### src/rtl/bus_request_arbiter.sv
// Round-robin arbiter and command sequencer sharing one cache-to-memory bus port.
// Optional watchdog enabled by defining ARB_WATCHDOG_EN.
module bus_request_arbiter #(
  parameter int unsigned CONNECTIONS = 2,
  parameter int unsigned ADDR_WIDTH  = 64,
  parameter int unsigned TIMEOUT     = 1024
) (
  input  logic                                   clk,
  input  logic                                   reset,
  input  logic [CONNECTIONS-1:0]                 req_valid,
  input  logic [CONNECTIONS-1:0]                 req_store,
  input  logic [CONNECTIONS-1:0][ADDR_WIDTH-1:0] req_addr,
  output logic [CONNECTIONS-1:0]                 req_ready,
  output logic [CONNECTIONS-1:0]                 grant,
  output logic [$clog2(CONNECTIONS)-1:0]         grant_id,
  output logic                                   bus_cmd_valid,
  output logic                                   bus_cmd_store,
  output logic [ADDR_WIDTH-1:0]                  bus_cmd_addr,
  input  logic                                   bus_cmd_ready,
  input  logic                                   bus_done,
  output logic                                   err_spurious_done,
  output logic                                   err_timeout
);

  localparam int unsigned IdW = $clog2(CONNECTIONS);

  typedef enum logic [1:0] {StIdle, StIssue, StWait} state_e;

  state_e           state;
  logic [IdW-1:0]   rr_ptr;
  logic [IdW-1:0]   owner;

  logic             any_req;
  logic             found;
  logic [IdW-1:0]   winner;
  logic [IdW-1:0]   sel;
  int unsigned      idx;
  logic [CONNECTIONS-1:0] win_oh;
  logic [IdW-1:0]   next_ptr;
  logic             finish;
  logic             wd_expire;

  // Unsupported configurations elaborate this marker block.
  if (CONNECTIONS < 2 || TIMEOUT == 0) begin : g_invalid_params
  end

  // First requester at or above rr_ptr, wrapping around.
  always_comb begin
    any_req = |req_valid;
    found   = 1'b0;
    winner  = '0;
    sel     = '0;
    idx     = 0;
    for (int unsigned i = 0; i < CONNECTIONS; i++) begin
      idx = 32'(rr_ptr) + i;
      if (idx >= CONNECTIONS) idx = idx - CONNECTIONS;
      sel = IdW'(idx);
      if (!found && req_valid[sel]) begin
        found  = 1'b1;
        winner = sel;
      end
    end
  end

  always_comb begin
    win_oh         = '0;
    win_oh[winner] = 1'b1;
  end

  assign next_ptr = (owner == IdW'(CONNECTIONS - 1)) ? '0 : owner + IdW'(1);

  assign finish = ((state == StIssue) && bus_cmd_ready && bus_done) ||
                  ((state == StWait) && (bus_done || wd_expire));

  always_ff @(posedge clk or posedge reset) begin
    if (reset) begin
      state             <= StIdle;
      rr_ptr            <= '0;
      owner             <= '0;
      req_ready         <= '0;
      grant             <= '0;
      grant_id          <= '0;
      bus_cmd_valid     <= 1'b0;
      bus_cmd_store     <= 1'b0;
      bus_cmd_addr      <= '0;
      err_spurious_done <= 1'b0;
    end else begin
      req_ready <= '0;
      unique case (state)
        StIdle: begin
          if (bus_done) err_spurious_done <= 1'b1;
          if (any_req) begin
            owner         <= winner;
            grant_id      <= winner;
            grant         <= win_oh;
            req_ready     <= win_oh;
            bus_cmd_valid <= 1'b1;
            bus_cmd_store <= req_store[winner];
            bus_cmd_addr  <= req_addr[winner];
            state         <= StIssue;
          end
        end
        StIssue: begin
          if (bus_cmd_ready) begin
            bus_cmd_valid <= 1'b0;
            state         <= StWait;
          end else if (bus_done) begin
            err_spurious_done <= 1'b1;
          end
        end
        StWait: ;
        default: state <= StIdle;
      endcase
      // Completion (or watchdog expiry) releases the bus and rotates priority.
      if (finish) begin
        state    <= StIdle;
        grant    <= '0;
        grant_id <= '0;
        rr_ptr   <= next_ptr;
      end
    end
  end

`ifdef ARB_WATCHDOG_EN
  localparam int unsigned CntW = $clog2(TIMEOUT + 1);

  logic [CntW-1:0] wd_cnt;

  assign wd_expire = (state == StWait) && !bus_done &&
                     ((wd_cnt + CntW'(1)) == CntW'(TIMEOUT));

  // Held at zero outside WAIT, so it starts from zero on every entry.
  always_ff @(posedge clk or posedge reset) begin
    if (reset) begin
      wd_cnt      <= '0;
      err_timeout <= 1'b0;
    end else begin
      if (state != StWait) wd_cnt <= '0;
      else                 wd_cnt <= wd_cnt + CntW'(1);
      if (wd_expire) err_timeout <= 1'b1;
    end
  end
`else
  assign wd_expire   = 1'b0;
  assign err_timeout = 1'b0;
`endif

endmodule

### config.mk
export PLATFORM = sky130hd
export DESIGN_NAME = bus_request_arbiter
export DESIGN_NICKNAME = d
export VERILOG_FILES = /design/src/rtl/bus_request_arbiter.sv
export SDC_FILE = /design/constraint.sdc
export NUM_CORES = 1
export LEC_CHECK = 0
export CAP_MARGIN = 20
export CORE_MARGIN = 2
export CORE_UTILIZATION = 39
export CTS_BUF_LIST = sky130_fd_sc_hd__clkbuf_16
export CTS_CLUSTER_DIAMETER = 150
export DETAILED_ROUTE_END_ITERATION = 8
export PLACE_DENSITY = 0.9
export SYNTH_ARGS = -nofsm -noshare
export SYNTH_HDL_FRONTEND = slang
export SYNTH_SLANG_ARGS = --single-unit
export TNS_END_PERCENT = 100
### constraint.sdc
create_clock -name clk -period 3.66 [get_ports clk]
set_clock_uncertainty 0.1 [all_clocks]
set_input_delay 1.098 -clock clk [delete_from_list [all_inputs] [get_ports clk]]
set_output_delay 1.098 -clock clk [all_outputs]
set_load 0.01 [all_outputs]
==> results.cfg <==
[status]
outcome = finished clean

[yosys]
syn_nets = 555
ys_seq_elements = 75
synth_area_per_cell_sq_um = 8.782
ys_types = 24
synth.cell_area_sq_um = 3680
ys.warnings.count = 0
ys_seq_area_frac = 0.5100
syn_inst = 419

[worst_setup_path]
cp_slowest_stage_delay_ns = 0.58
crit_path_end_kind = flip-flop
cp.required_ns = 3.79
cp_max_fo = 35
startpoint_type = primary input
critPathBufInv = 2
criticalPathCategory = primary input to flip-flop
arrival_ns = 3.02
cp_top_family = buffers and inverters
path_cells = clkdlybuf4s50_1 > or2_2 > buf_4 > a21oi_1 > a31oi_1
cpMaxStageDelayCell = or2_2

[timing]
min_period_over_period = 0.7900
setup-violations-final = 0
final_hold_viol_count = 0
slew_viol_final = 0
tns_ns = 0
max_freq_ghz = 0.3459
rsz0062_at_grt = no
relSlewSlack = 0.4045
tightest_slew_ns = 0.8911
timing.final.crit_period_ns = 2.891

[cts]
clockRootBuffer = clkbuf_16
clk_latency_ns = 0.32
post-cts-setup-buffers = 0
clk_pin_slew_ns = 0.06
htree_levels = 3
clk_path_buf_depth = 2
cts_buffers = 9
cts_hold_buf = 0
cts_tree = yes
clkSinkCount = 75
cts_resized = 0

[placed_design]
placedCellCount = 696
dpl.hpwl_mm = 9.312
placed_area_sq_um = 5767
port_buffers = 207
place_congestion = 0.8821

[layout]
fin_area_sq_um = 6097
post-route-util = 0.6630
nets = 732
fin_cells = 711
num_antenna_cells = 0
syn2layout_area_growth_pct = 65.69
layout-drive-gt1-share = 0.05667

[drt]
firstDrtPassIters = 5
wire_per_inst_um = 18.84
first_iter_violations = 286
num_vias = 4221
drc = 0
ant_nets = 0
wirelength_mm = 13.40
via_per_inst = 5.937

[floorplanning]
io-pin-count = 209
dieArea_sq_um = 10230
die_w_um = 101.1
start_util = 0.4001
rows = 35
die_h_um = 101.1
core_sq_um = 9196

[flow_run]
maxCapViolCount = 0

[global_routing]
grt_usage = 0.2527
grt_overflow_total = 0
grt_max_degree = 58
grt_pass1_vias = 4306
antenna_found_initial = 0
grt_pass1_wl_mm = 20.60

[hold_path]
hold_path_class = flip-flop to flip-flop

[pwr]
seq_power_share = 0.319
p_per_area_nw_per_um2 = 774.9
internal_power_uw = 3035
leakagePower_uw = 0.002330
p_sw_uw = 1689
clockPowerShare = 0.209
peakVddDrop_mv = 0.3253
switching_share = 0.3576
combPwrFrac = 0.472
[cell usage after synthesis]
master | instances | area, sq um
o21ai_0 | 59 | 295.3
nand2_1 | 3 | 11.26
o21ai_1 | 10 | 50.05
inv_2 | 1 | 3.750
mux2_2 | 1 | 11.26
buf_4 | 5 | 37.54
a211oi_1 | 1 | 7.510
nor2_1 | 3 | 11.26
and2b_1 | 1 | 7.510
conb_1 | 1 | 3.750
a21o_1 | 1 | 7.510
a21oi_1 | 68 | 340.3
nand2b_1 | 2 | 12.51
dfrtp_1 | 75 | 1877
mux2_1 | 1 | 11.26
buf_2 | 22 | 110.1
clkbuf_1 | 24 | 90.09
a211oi_2 | 1 | 12.51
clkbuf_2 | 1 | 5.000
or2_1 | 2 | 12.51
nor2_2 | 1 | 6.260
nand3_1 | 66 | 330.3
inv_1 | 5 | 18.77
a31oi_1 | 65 | 406.6
[final timing paths]
check                      cells past startpoint           endpoint  slack, ns              start
setup / recovery                               5   bus_cmd_addr[27]       0.77       req_valid[0]
hold / removal                                 1  err_spurious_done       0.38  err_spurious_done
setup reg to reg                               4   bus_cmd_addr[53]       1.50           state[1]
hold reg to reg                                1  err_spurious_done       0.38  err_spurious_done
max in group asynchronous                      3   bus_cmd_addr[43]       1.64              reset
min in group asynchronous                      2           grant[0]       1.01              reset
[flip-flops by register name (all words and copies together), names as in the netlist]
signal,count
bus_cmd_addr,64
bus_cmd_store,1
bus_cmd_valid,1
err_spurious_done,1
grant,2
owner,1
req_ready,2
rr_ptr,1
state,2
[routing by layer]
metal / wire, um / track usage
met1: 5031 / 0.2957
met2: 6838 / 0.4508
met3: 1160 / 0.05521
met4: 367 / 0.09979
met5: 0 / 0
[metrics by stage]
step / power, uW / hold slack [ns] / worst slack, ns
6_report: 4725 / 0.3828 / 0.7687
5_1_grt: 5003 / 0.3963 / 0.6593
4_1_cts: 4739 / 0.3933 / 0.8148
3_5_place_dp: 3742 / 0.3808 / 0.4544
3_3_place_gp: 3637 / 0.3797 / 0.5700
2_1_floorplan: 2521 / 0.3645 / 0.5520
[power by group through the flow]
stage	registers [uW]	clock network (uW)	logic (uW)
2_1_floorplan	1640	0	883
3_3_place_gp	1490	0	2150
3_5_place_dp	1510	0	2240
4_1_cts	1500	996	2240
5_1_grt	1550	1040	2420
6_report	1510	985	2230
[logic make-up after synthesis]
family / share of synthesized area
AND/OR/NAND/NOR: 0.1064
flip-flops: 0.5100
other: 0.001019
buffers and inverters: 0.07209
multiplexers: 0.006120
AO/OA/AOI/OAI: 0.3043
[final cells by class]
cell class / count / area, sq um
inverter: 6 / 22.52
clock inverter: 6 / 105.1
timing repair buffer: 218 / 2175
clock buffer: 9 / 225.2
sequential: 75 / 1877
multi-input combinational: 286 / 1554
tap: 111 / 138.9
fill: 739 / 3099
[cells in the final DEF (no fill, tap or decap), drive strengths merged, types with 4 or more instances in the layout]
cell type	synthesis	layout
nand3	66	66
buf	27	12
a31oi	65	65
o21ai	69	69
clkdlybuf4s50	0	206
dfrtp	75	75
a21oi	68	68
clkbuf	25	9
inv	6	6
nor2	4	4
(Power assumes the default switching activity.)
